$ cat src/rtl/uart_pkg.sv
// uart_pkg: shared state encoding, default constants and divisor clamp for
// the UART baud tick source. Build option BAUD_AUTOBAUD_EN adds the two
// autobaud states to the state enum.
package uart_pkg;

  localparam int unsigned UART_DEFAULT_DIV = 651;
  localparam int unsigned UART_OSR         = 16;

`ifdef BAUD_AUTOBAUD_EN
  typedef enum logic [2:0] {
    ST_IDLE    = 3'd0,
    ST_RUN     = 3'd1,
    ST_PENDING = 3'd2,
    ST_AB_WAIT = 3'd3,
    ST_AB_MEAS = 3'd4
  } baud_state_e;
`else
  typedef enum logic [1:0] {
    ST_IDLE    = 2'd0,
    ST_RUN     = 2'd1,
    ST_PENDING = 2'd2
  } baud_state_e;
`endif

  // A divisor of 0 or 1 cannot make a distinct one-cycle tick; force it to 2.
  function automatic int unsigned clamp_div(input int unsigned div);
    return (div < 2) ? 2 : div;
  endfunction

endpackage

$ cat src/rtl/autobaud_meter.sv
// autobaud_meter: synchronizes rx, detects its edges, times the low phase of
// a start bit with a saturating counter and rounds it to a divisor in clocks
// per oversample tick. Only built when BAUD_AUTOBAUD_EN is defined.
module autobaud_meter
  import uart_pkg::*;
#(
  parameter int unsigned N   = 16,
  parameter int unsigned OSR = UART_OSR
) (
  input  logic         clk_100MHz,
  input  logic         reset,
  input  logic         rx,
  input  logic         measure,
  output logic         fall,
  output logic         done,
  output logic         error,
  output logic [N-1:0] result
);

  localparam int unsigned OSW = $clog2(OSR);
  localparam int unsigned CW  = N + OSW;
  localparam int unsigned WW  = CW + 1;
  localparam int unsigned RW  = N + 1;

  logic          rx_meta_q, rx_meta_d;
  logic          rx_sync_q, rx_sync_d;
  logic          rx_prev_q, rx_prev_d;
  logic [CW-1:0] cnt_q, cnt_d;
  logic          rise;
  logic          sat;
  logic [WW-1:0] width;
  logic [RW-1:0] rounded;
  logic          in_range;

  // Round a width in clocks to the nearest whole number of clocks per tick.
  function automatic logic [RW-1:0] round_div(input logic [WW-1:0] w);
    logic [WW-1:0] sum;
    sum = w + WW'(OSR / 2);
    return RW'(sum >> OSW);
  endfunction

  assign fall = rx_prev_q & ~rx_sync_q;
  assign rise = ~rx_prev_q & rx_sync_q;
  assign sat  = &cnt_q;

  // The falling edge is detected on a low cycle that is not counted here,
  // so the measured width is one more than the counter value.
  assign width    = {1'b0, cnt_q} + WW'(1);
  assign rounded  = round_div(width);
  assign in_range = (rounded >= RW'(2)) && !rounded[N];
  assign result   = rounded[N-1:0];
  assign done     = measure && rise && !sat && in_range;
  assign error    = measure && (sat || (rise && !in_range));

  // Synchronizer shift and measure counter, which clears outside a measurement.
  always_comb begin
    rx_meta_d = rx;
    rx_sync_d = rx_meta_q;
    rx_prev_d = rx_sync_q;
    cnt_d     = '0;
    if (measure) begin
      cnt_d = cnt_q;
      if (!rx_sync_q && !sat) cnt_d = cnt_q + CW'(1);
    end
  end

  // Synchronizer idles high so a quiet line shows no edge out of reset.
  always_ff @(posedge clk_100MHz) begin
    if (reset) begin
      rx_meta_q <= 1'b1;
      rx_sync_q <= 1'b1;
      rx_prev_q <= 1'b1;
      cnt_q     <= '0;
    end else begin
      rx_meta_q <= rx_meta_d;
      rx_sync_q <= rx_sync_d;
      rx_prev_q <= rx_prev_d;
      cnt_q     <= cnt_d;
    end
  end

endmodule

$ cat src/rtl/baud_rate_controller.sv
// baud_rate_controller: programmable oversample tick and bit tick source.
// A new divisor written while running waits for the next bit boundary.
// Build option BAUD_AUTOBAUD_EN compiles in the autobaud measurement path.
module baud_rate_controller
  import uart_pkg::*;
#(
  parameter int unsigned N           = 16,
  parameter int unsigned DEFAULT_DIV = UART_DEFAULT_DIV,
  parameter int unsigned OSR         = UART_OSR
) (
  input  logic         clk_100MHz,
  input  logic         reset,
  input  logic         enable,
  input  logic         cfg_valid,
  input  logic [N-1:0] cfg_div,
  output logic         cfg_ready,
  output logic [N-1:0] active_div,
  output logic         tick,
  output logic         bit_tick,
  input  logic         rx,
  input  logic         ab_start,
  output logic         ab_done,
  output logic         ab_error
);

  localparam int unsigned OSW = $clog2(OSR);

  baud_state_e    state_q, state_d;
  logic [N-1:0]   div_cnt_q, div_cnt_d;
  logic [OSW-1:0] os_cnt_q, os_cnt_d;
  logic [N-1:0]   active_div_q, active_div_d;
  logic [N-1:0]   pending_q, pending_d;
  logic           cfg_xfer;
  logic [N-1:0]   cfg_div_clamped;

  assign tick = ((state_q == ST_RUN) || (state_q == ST_PENDING)) &&
                (div_cnt_q == active_div_q - N'(1));
  assign bit_tick        = tick && (&os_cnt_q);
  assign cfg_ready       = (state_q == ST_IDLE) || (state_q == ST_RUN);
  assign cfg_xfer        = cfg_valid && cfg_ready;
  assign cfg_div_clamped = N'(clamp_div(32'(cfg_div)));
  assign active_div      = active_div_q;

`ifdef BAUD_AUTOBAUD_EN
  logic         ab_fall, ab_ok, ab_bad;
  logic [N-1:0] ab_result;
  logic         ab_done_q, ab_done_d, ab_error_q, ab_error_d;

  autobaud_meter #(.N(N), .OSR(OSR)) u_meter (
    .clk_100MHz (clk_100MHz),
    .reset      (reset),
    .rx         (rx),
    .measure    (state_q == ST_AB_MEAS),
    .fall       (ab_fall),
    .done       (ab_ok),
    .error      (ab_bad),
    .result     (ab_result)
  );

  assign ab_done  = ab_done_q;
  assign ab_error = ab_error_q;
`else
  logic unused_ab_inputs;
  assign unused_ab_inputs = rx ^ ab_start;
  assign ab_done  = 1'b0;
  assign ab_error = 1'b0;
`endif

  // Next state, counters and divisor registers; counters free-run by default.
  always_comb begin
    state_d      = state_q;
    active_div_d = active_div_q;
    pending_d    = pending_q;
    div_cnt_d    = div_cnt_q + N'(1);
    os_cnt_d     = os_cnt_q;
    if (tick) begin
      div_cnt_d = '0;
      os_cnt_d  = os_cnt_q + OSW'(1);
    end
`ifdef BAUD_AUTOBAUD_EN
    ab_done_d  = 1'b0;
    ab_error_d = 1'b0;
`endif
    case (state_q)
      ST_IDLE: begin
        div_cnt_d = '0;
        os_cnt_d  = '0;
        if (cfg_xfer) active_div_d = cfg_div_clamped;
        if (enable) state_d = ST_RUN;
`ifdef BAUD_AUTOBAUD_EN
        if (ab_start && !cfg_xfer) state_d = ST_AB_WAIT;
`endif
      end
      ST_RUN: begin
        if (cfg_xfer) begin
          if (enable) begin
            pending_d = cfg_div_clamped;
            state_d   = ST_PENDING;
          end else begin
            active_div_d = cfg_div_clamped;
            state_d      = ST_IDLE;
            div_cnt_d    = '0;
            os_cnt_d     = '0;
          end
        end
`ifdef BAUD_AUTOBAUD_EN
        else if (ab_start) begin
          state_d   = ST_AB_WAIT;
          div_cnt_d = '0;
          os_cnt_d  = '0;
        end
`endif
        else if (!enable) begin
          state_d   = ST_IDLE;
          div_cnt_d = '0;
          os_cnt_d  = '0;
        end
      end
      ST_PENDING: begin
        if (!enable || bit_tick) begin
          active_div_d = pending_q;
          state_d      = enable ? ST_RUN : ST_IDLE;
          div_cnt_d    = '0;
          os_cnt_d     = '0;
        end
      end
`ifdef BAUD_AUTOBAUD_EN
      ST_AB_WAIT: begin
        div_cnt_d = '0;
        os_cnt_d  = '0;
        if (ab_fall) state_d = ST_AB_MEAS;
      end
      ST_AB_MEAS: begin
        div_cnt_d = '0;
        os_cnt_d  = '0;
        if (ab_ok || ab_bad) begin
          state_d    = enable ? ST_RUN : ST_IDLE;
          ab_done_d  = ab_ok;
          ab_error_d = ab_bad;
          if (ab_ok) active_div_d = ab_result;
        end
      end
`endif
      default: begin
        state_d   = ST_IDLE;
        div_cnt_d = '0;
        os_cnt_d  = '0;
      end
    endcase
  end

  // State, counter and divisor registers; reset drops any pending divisor.
  always_ff @(posedge clk_100MHz) begin
    if (reset) begin
      state_q      <= ST_IDLE;
      div_cnt_q    <= '0;
      os_cnt_q     <= '0;
      active_div_q <= N'(DEFAULT_DIV);
      pending_q    <= N'(DEFAULT_DIV);
    end else begin
      state_q      <= state_d;
      div_cnt_q    <= div_cnt_d;
      os_cnt_q     <= os_cnt_d;
      active_div_q <= active_div_d;
      pending_q    <= pending_d;
    end
  end

`ifdef BAUD_AUTOBAUD_EN
  // Registered autobaud result pulses, aligned with the active_div update.
  always_ff @(posedge clk_100MHz) begin
    if (reset) begin
      ab_done_q  <= 1'b0;
      ab_error_q <= 1'b0;
    end else begin
      ab_done_q  <= ab_done_d;
      ab_error_q <= ab_error_d;
    end
  end
`endif

endmodule

$ cat config.mk
export PLATFORM = sky130hd
export DESIGN_NAME = baud_rate_controller
export DESIGN_NICKNAME = d
export VERILOG_FILES = /design/src/rtl/uart_pkg.sv /design/src/rtl/autobaud_meter.sv /design/src/rtl/baud_rate_controller.sv
export SDC_FILE = /design/constraint.sdc
export NUM_CORES = 1
export LEC_CHECK = 0
export BUFFER_PORTS_ARGS = -buffer_cell sky130_fd_sc_hd__clkbuf_2
export CAP_MARGIN = 20
export CORE_UTILIZATION = 52
export DETAILED_ROUTE_END_ITERATION = 8
export GPL_TIMING_DRIVEN = 0
export PLACE_DENSITY = 0.75
export REMOVE_ABC_BUFFERS = 1
export SYNTH_ARGS = -nofsm -noshare
export SYNTH_HDL_FRONTEND = slang
export SYNTH_SLANG_ARGS = --single-unit
$ cat constraint.sdc
create_clock -name clk_100MHz -period 2.8 [get_ports clk_100MHz]
set_clock_uncertainty 0.15 [all_clocks]
set_input_delay 0.14 -clock clk_100MHz [delete_from_list [all_inputs] [get_ports clk_100MHz]]
set_output_delay 0.14 -clock clk_100MHz [all_outputs]
set_load 0.02 [all_outputs]
==> impl_metrics.toml, run 1 <==
[status]
status = "finished, violations left"
violations = "negative setup slack"

[worst_setup_path]
slowest_delay_ns = 0.39
regToRegSetupSlack_ns = -0.20
worst-path-buf-inv = 1
r2r-end = "active_div[1]$_SDFFE_PP1P_"
critical_path.slowest_cell = "dfxtp_4"
path_delay_family = "compound AO/OA/AOI/OAI gates"
critPathCaptureType = "flop"
crit_path_cell_trace = "nor3_1 > nand4_1 > a2111oi_2 > nor2_1 > a2111oi_4 > buf_6 > a311o_2 > nand2_4 > a211o_1"
cp.arrival_ns = 3.07
crit_type = "flop to flop"
setup.worst_path.start_class = "flop"
cp.required_ns = 2.87
r2r_cells = 9
cp_max_fo = 7
r2r_start = "active_div[4]$_SDFFE_PP0P_"

[route]
drtPass1Iterations = 4
drt.antenna.violating_nets = 0
viasPerCell = 5.908
wire_per_inst_um = 16.98
drtIter0Drc = 134
drc = 0
wirelength_um = 8866
vias = 3084

[synth]
synth_seq_cells = 54
synth_common_cells = "dfxtp_1 (54), nand2_1 (37), nor2_1 (37)"
yosysSeqAreaShare = 0.3345
async_reset_ff_frac = 0
synthCells = 378
synth_flop_cell = "dfxtp_1"
synth_top_area_share = 0.3345
yosysWarnings = 0
synth.cell_area_um2 = 3232
synth_edf_count = 0
synth.largest_area_cell = "dfxtp_1"
yosysMostFrequentCell = "dfxtp_1"
synth_area_leaders = "dfxtp_1 (33%), nor3_2 (6.5%), xnor2_1 (5.1%), a21oi_1 (4.6%), xor2_1 (4.6%)"
syn_avg_cell_area_um2 = 8.550
synth_cell_type_count = 62

[placement]
place_ws_ns = -0.5931
port_buffers = 38
dp_hpwl_um = 5141
gp_congestion = 0.8627

[clocking]
tritoncts = "done"
numCtsBuffers = 5
clk_pin_slew_ns = 0.11
clock_latency_ns = 0.32
clock_sink_count = 54
root_buffer = "clkbuf_8"
clk_path_buf_depth = 2
htree_levels = 2

[grt]
grt_pass1_vias = 2874
grt_start_max_net_pins = 39
antenna_found_initial = 0
grt_use_total = 0.2736
grt_remaining_overflow = 0
grt_first_pass_wirelength_um = 13740

[die]
start_util = 0.5426
die_w_um = 80.84
num_rows = 28
io_pins = 43
die-area_um2 = 6534
core_area_um2 = 5956
dieHeight_um = 80.84

[run]
maxCapViolCount = 0

[cells_and_area]
n_antenna_cell = 0
syn_to_final_growth_pct = 30.51
drive_gt1_frac = 0.3535
nets = 475
finalCoreUtilization = 0.7082

[power]
fin_total_pwr_mw = 2.059
p_per_area_nw_per_um2 = 488.2
leakage_nw = 1.550
vdd_ir_drop_max_mv = 0.3382

[sta]
setup_viol = 40
fin_hold_ws_ns = 0.01650
relSlewSlack = 0.4315
clock.fmax_mhz = 333.3
fin_crit_sh = 1.072
hold_viol = 0
worstMarginPinSlew_ns = 0.8528
slew_violations = 0
post-route-worst-setup-slack_ns = -0.2005
rsz0062_at_grt = "yes"
min_period_ns = 3.000

[min_path]
hold_depth = 4
min_to = "pending_q[0]$_SDFFE_PP1P_"
hold_class = "input pin to flop"
min_from = "cfg_div[0]"
## flip-flops by register name, summed over array words and instances, names as in the netlist
| signal | cells |
|---|---|
| active_div | 16 |
| div_cnt_q | 16 |
| pending_q | 16 |
| os_cnt_q | 4 |
| state_q | 2 |
## cells in the final DEF (no fill, tap or decap), drive strengths merged, types with 14 or more instances in the layout
cell type	Yosys	layout
nor2	37	37
a21oi	32	32
xor2	17	17
buf	9	31
nand2	38	38
clkbuf	13	41
inv	15	17
dfxtp	54	54
nand3	18	18
nor3	29	29
dlygate4sd3	0	14
xnor2	19	19
## cell families (layout without fill, tap and decap cells)
logic type,after synthesis,after routing,synth area share
AO/OA/AOI/OAI,67,68,0.1471
XOR/XNOR,36,36,0.09756
adder cells (fa/ha/maj),7,7,0.02710
buffers and inverters,37,104,0.05188
flip-flops,54,54,0.3345
multiplexers,16,16,0.05420
other,1,2,0.001160
AND/OR/NAND/NOR,160,160,0.2865
## cell type report
type,instances,area (um^2)
multi-input cells,289,2223
well taps,75,93.84
inverters,15,56.30
fillers,422,1738
flip-flops and latches,54,1102
clock inverters,3,47.55
repair buffers,81,625.6
clock buffers,5,68.82
## stage by stage
stage / cells / cell area [um^2] / setup TNS (ns)
global placement: 470 / 3408 / -17.82
global route: 522 / 4218 / -12.02
finish: 522 / 4218 / -4.615
detailed placement: 471 / 3426 / -17.33
floorplan: 357 / 3124 / -6.783
CTS: 515 / 4065 / -1.151
## worst register-to-register path: stages (launching register included)
cell       delay, ns
dfxtp_4         0.39
nor3_1          0.39
nand4_1         0.31
a2111oi_2       0.32
nor2_1          0.12
a2111oi_4       0.36
buf_6           0.19
a311o_2         0.32
nand2_4         0.10
a211o_1         0.26
## power by group
part           internal, mW  switching [mW]
Combinational         0.266           0.349
Sequential            0.818          0.0746
Clock                 0.273           0.279
## worst max-delay path by stage
stage / from / to / cells past startpoint
6_report: active_div[4]$_SDFFE_PP0P_ / active_div[1]$_SDFFE_PP1P_ / 9
5_1_grt: active_div[4]$_SDFFE_PP0P_ / os_cnt_q[1]$_SDFF_PP0_ / 10
4_1_cts: active_div[1]$_SDFFE_PP1P_ / bit_tick / 11
3_5_place_dp: active_div[0]$_SDFFE_PP1P_ / active_div[1]$_SDFFE_PP1P_ / 10
3_3_place_gp: active_div[0]$_SDFFE_PP1P_ / active_div[1]$_SDFFE_PP1P_ / 10
2_1_floorplan: active_div[0]$_SDFFE_PP1P_ / active_div[1]$_SDFFE_PP1P_ / 10
## per-layer routing
| layer | vias up | wire, um | global-route usage |
|---|---|---|---|
| li1 | 1474 | - | - |
| met5 | - | 0 | 0 |
| met4 | 0 | 178 | 0.1000 |
| met3 | 18 | 402 | 0.05056 |
| met2 | 96 | 4575 | 0.4664 |
| met1 | 1496 | 3710 | 0.3418 |
## repair_timing
action,in CTS,in global routing
setup endpoints to repair,40,40
hold buffers,14,0
gates cloned,1,0
pin swaps,37,15
buffers inserted,21,6
endpoints found under the hold margin,14,0
gates resized for setup,57,18
No activity file was read; power rests on OpenSTA's default activity.
==> run 2, diff against run 1 <==
CORE_UTILIZATION = 45   (was 52)
PLACE_DENSITY = 0.66   (was 0.75)
==> run 2 against run 1 <==
The flow still finishes with violations (negative setup slack). Flip-flop and latch count is the same. Global-route usage shrank 5.5 points. Hold slack gained 0.0062 ns. Core utilization shrank 11 points. Final cell count grew 1.3%. Non-clock buffer count shrank 14. Sequential share of layout area grew 0.60 points. Register-to-register slack gained 0.02 ns. Power shrank 7.6%. Wire length shrank 9.8%. Critical path type unchanged. Critical endpoint unchanged. Largest cell class unchanged. Highest routed layer unchanged.
==> impl_metrics.toml, run 2 (same netlist as run 1, synthesis figures left out) <==
[run]
maxCapViolCount = 0

[worst_setup_path]
critical_path.slowest_cell = "or4_4"
setup.worst_path.start_class = "flop"
cp.arrival_ns = 3.04
critPathCaptureType = "flop"
slowest_delay_ns = 0.56
crit_type = "flop to flop"
crit_path_cell_trace = "or4_4 > or4_4 > a21oi_4 > a31oi_4 > a21oi_4 > a311o_2 > nand2_2 > a211o_1"
cp_max_fo = 5
cp.required_ns = 2.86

[die]
die-area_um2 = 7525
start_util = 0.4705
die_w_um = 86.75
num_rows = 30
dieHeight_um = 86.75
core_area_um2 = 6869
io_pins = 43

[clocking]
tritoncts = "done"
root_buffer = "clkbuf_8"
htree_levels = 2
clock_sink_count = 54
clock_latency_ns = 0.31
numCtsBuffers = 5
clk_path_buf_depth = 2
clk_pin_slew_ns = 0.10

[grt]
grt_first_pass_wirelength_um = 12980
grt_remaining_overflow = 0
grt_start_max_net_pins = 39
grt_pass1_vias = 2801
antenna_found_initial = 0
grt_use_total = 0.2188

[power]
power.internal_mw = 1.245
leakage_nw = 1.462
p_per_area_nw_per_um2 = 465.2
switching_share = 0.3456
comb_power_share = 0.278
fin_total_pwr_mw = 1.903
seqPwrFrac = 0.476
power_frac_clock = 0.246
vdd_ir_drop_max_mv = 0.2647
switching_power_mw = 0.6577

[cells_and_area]
fillers = 603
n_antenna_cell = 0
drive_gt1_frac = 0.3372
final_common_cell = "dfxtp_1"
syn_to_final_growth_pct = 26.56
layout.cells.most_common_list = "dfxtp_1 (50), nand2_1 (37), clkbuf_2 (36)"
nets = 461

[sta]
relSlewSlack = 0.1799
min_period_ns = 2.979
slew_violations = 0
post-route-worst-setup-slack_ns = -0.1787
setup_viol = 22
hold_viol = 0
rsz0062_at_grt = "yes"
fin_hold_ws_ns = 0.02273
worstMarginPinSlew_ns = 1.230
fin_crit_sh = 1.064
clock.fmax_mhz = 335.7

[status]
violations = "negative setup slack"
status = "finished, violations left"

[route]
vias = 2876
drtPass1Iterations = 4
drc = 0
wire_per_inst_um = 15.12
drtIter0Drc = 123
viasPerCell = 5.437
drt.antenna.violating_nets = 0
wirelength_um = 8000

[placement]
port_buffers = 38
gp_congestion = 0.8164
dp_hpwl_um = 5234

[min_path]
hold_class = "input pin to flop"
-- run 2: repair_timing --
item                       in CTS  in global routing
hold endpoints to repair       14                  0
hold buffers                   14                  0
setup endpoints to repair      40                 40
resized for setup              36                 34
pin swaps                      13                 17
setup buffers                  13                  2
gates cloned                    0                  1
-- run 2: power groups by stage --
| stage | logic [mW] | clock network [mW] | registers (mW) |
|---|---|---|---|
| 2_1_floorplan | 0.274 | 0 | 0.930 |
| 3_3_place_gp | 0.424 | 0 | 0.909 |
| 3_5_place_dp | 0.434 | 0 | 0.911 |
| 4_1_cts | 0.494 | 0.480 | 0.898 |
| 5_1_grt | 0.576 | 0.504 | 0.912 |
| 6_report | 0.530 | 0.468 | 0.905 |
-- run 2: final cells by class --
cell class / count / area [um^2] / share of cell area
repair buffers: 67 / 488.0 / 0.1193
multi-input cells: 289 / 2232 / 0.5457
well taps: 96 / 120.1 / 0.02937
clock buffers: 6 / 82.58 / 0.02019
flip-flops and latches: 54 / 1094 / 0.2674
clock inverters: 2 / 17.52 / 0.004283
inverters: 15 / 56.30 / 0.01377
-- run 2: final timing paths --
check	cells after the start	slack (ns)	to	start
worst max register to register	8	-0.18	active_div[1]$_SDFFE_PP1P_	active_div[1]$_SDFFE_PP1P_
worst max-delay path	8	-0.18	active_div[1]$_SDFFE_PP1P_	active_div[1]$_SDFFE_PP1P_
worst min-delay path	4	0.02	pending_q[0]$_SDFFE_PP1P_	cfg_div[0]
worst min register to register	2	0.31	pending_q[13]$_SDFFE_PP0P_	pending_q[13]$_SDFFE_PP0P_
-- run 2: routing by layer --
metal,up-vias,GRT usage,share of wire
li1,1438,-,-
met1,1373,0.2836,0.47
met2,48,0.3658,0.49
met3,17,0.03333,0.024
met4,0,0.08636,0.022
met5,-,0,0
-- run 2: worst max-delay path, delay by kind of cell, from the launching register on --
| kind | cells | cell delay [ns] |
|---|---|---|
| AO/OA/AOI/OAI | 5 | 1.11 |
| flip-flops | 1 | 0.38 |
| AND/OR/NAND/NOR | 3 | 1.23 |
-- run 2: through the flow --
step	setup TNS [ns]	instances	util	area [um^2]	worst slack (ns)
after global placement	-19.44	491	0.5000	3435	-0.9651
after detailed placement	-17.17	492	0.5026	3452	-0.5798
after floorplan	-6.783	357	-	3124	-0.5163
after global routing	-5.567	529	0.5954	4090	-0.2828
final	-2.517	529	0.5954	4090	-0.1787
after CTS	-2.202	526	0.5705	3919	-0.1455
==> run 3, diff against run 2 <==
PLACE_DENSITY = 0.67   (was 0.66)
==> run 3 against run 2 <==
Wire length up 2.8%. The run still ends with negative setup slack left. Critical path depth up 2. Sequential share of layout area down 1.2 points. Hold slack better by 0.0019 ns. Count of clock-buffer cells in the layout unchanged. Combinational power up 16%. Setup slack better by 0.067 ns. First-iteration DRC count up 37%. Sequential power down 2%. Via count up 2.2%. Global-route usage up 0.31 points. Final cell count up 3.0%.
==> impl_metrics.toml, run 3 (same netlist as run 1, synthesis figures left out) <==
[status]
status = "finished, violations left"
violations = "negative setup slack"

[sta]
rsz0062_at_grt = "yes"
relSlewSlack = 0.4183
worstMarginPinSlew_ns = 0.8725
fin_hold_ws_ns = 0.02463
hold_viol = 0
post-route-worst-setup-slack_ns = -0.1120
slew_violations = 0
clock.fmax_mhz = 343.4
setup_viol = 18
min_period_ns = 2.912
fin_crit_sh = 1.040

[clocking]
root_buffer = "clkbuf_8"
numCtsBuffers = 5
htree_levels = 2
clk_path_buf_depth = 2
tritoncts = "done"
clock_latency_ns = 0.31
clk_pin_slew_ns = 0.10
clock_sink_count = 54

[cells_and_area]
fillers = 549
nets = 477
seq_area_um2 = 1101
multi_input_area_um2 = 2288
final_common_cell = "dfxtp_1"
drive_gt1_frac = 0.3719
syn_to_final_growth_pct = 33.18
finalCoreUtilization = 0.6266
final_cell_count_no_fill = 545
layout.cells.most_common_list = "dfxtp_1 (48), nand2_1 (36), clkbuf_2 (36)"
final_cell_area_um2 = 4304
n_antenna_cell = 0

[grt]
grt_busiest_layer = "met2"
use_met1 = 0.2823
grt_start_max_net_pins = 39
grt_pass1_vias = 2770
grt_use_total = 0.2219
antenna_found_initial = 0
grt_first_pass_wirelength_um = 13190
grt_use_met3 = 0.03524
grt_use_met2 = 0.3882
grt_remaining_overflow = 0

[route]
drtIter0Drc = 169
drc = 0
wire_per_inst_um = 15.09
drtPass1Iterations = 4
vias = 2939
viasPerCell = 5.393
wirelength_um = 8223
drt.antenna.violating_nets = 0

[die]
core_area_um2 = 6869
dieHeight_um = 86.75
start_util = 0.4705
die_w_um = 86.75
die-area_um2 = 7525
io_pins = 43
num_rows = 30

[worst_setup_path]
cp.arrival_ns = 2.62
r2r-end = "active_div[15]$_SDFFE_PP0P_"
crit_type = "flop to output pin"
r2r_start = "active_div[1]$_SDFFE_PP1P_"
startpoint = "active_div[1]$_SDFFE_PP1P_"
worstSetupEndpoint = "bit_tick"
r2r_cells = 13
critPathCaptureType = "output pin"
cp_max_fo = 5
regToRegSetupSlack_ns = -0.10
setup.worst_path.start_class = "flop"
cp.required_ns = 2.51

[placement]
dp_cells = 493
placed_area_um2 = 3453
dp_hpwl_um = 5242
gp_congestion = 0.8155
place_ws_ns = -0.6013
port_buffers = 38

[power]
vdd_ir_drop_max_mv = 0.2874
p_per_area_nw_per_um2 = 474.6
leakage_nw = 1.561

[run]
maxCapViolCount = 0

[min_path]
hold_class = "input pin to flop"
-- run 3: routing by layer --
layer  vias up  wire length [um]
met2        46              4284
met1      1418              3618
met5         -                 0
li1       1464                 -
met3        11               213
met4         0               108
-- run 3: worst min path at each step --
stage	start	to	slack, ns	cells after the start
final	cfg_div[0]	pending_q[0]$_SDFFE_PP1P_	0.02	4
after CTS	cfg_div[0]	pending_q[0]$_SDFFE_PP1P_	0.02	4
after global placement	cfg_div[12]	pending_q[12]$_SDFFE_PP0P_	0.24	3
after detailed placement	cfg_div[2]	pending_q[2]$_SDFFE_PP0P_	0.25	3
after global routing	cfg_div[0]	pending_q[0]$_SDFFE_PP1P_	0.04	4
after floorplan	reset	pending_q[10]$_SDFFE_PP0P_	0.06	1
-- run 3: final cells by class --
class,count,area share
Clock buffer,6,0.01686
Clock inverter,2,0.008721
Inverter,15,0.01308
Multi-Input combinational cell,289,0.5317
Sequential cell,54,0.2558
Tap cell,96,0.02791
Timing Repair Buffer,83,0.1459
-- run 3: worst max-delay path, cell delays in order (launching register included) --
cell,delay [ns]
dfxtp_4,0.37
buf_6,0.12
nor4_4,0.37
nand2_2,0.15
buf_6,0.15
nor4_4,0.18
o21ai_2,0.13
a2111oi_4,0.35
buf_6,0.18
and3_4,0.20
buf_8,0.11
-- run 3: power by group --
| group | switching, mW | leakage [nW] | internal (mW) | total, mW |
|---|---|---|---|---|
| clock network | 0.269 | 0.0514 | 0.267 | 0.536 |
| registers | 0.0743 | 0.442 | 0.817 | 0.891 |
| logic | 0.344 | 1.07 | 0.271 | 0.615 |
-- run 3: per-stage QoR --
step | TNS, ns | power (mW)
after floorplan | -6.783 | 1.204
after global placement | -18.47 | 1.332
after detailed placement | -18.35 | 1.345
after CTS | -1.011 | 1.986
after global routing | -3.955 | 2.141
final | -1.033 | 2.043
-- run 3: repair_timing --
| action | 4_1_cts | 5_1_grt |
|---|---|---|
| endpoints found under the hold margin | 14 | 0 |
| setup endpoints to repair | 40 | 40 |
| gates resized for setup | 51 | 37 |
| setup buffers | 18 | 10 |
| cloned | 1 | 1 |
| hold buffers | 14 | 0 |
| pin swaps | 14 | 21 |
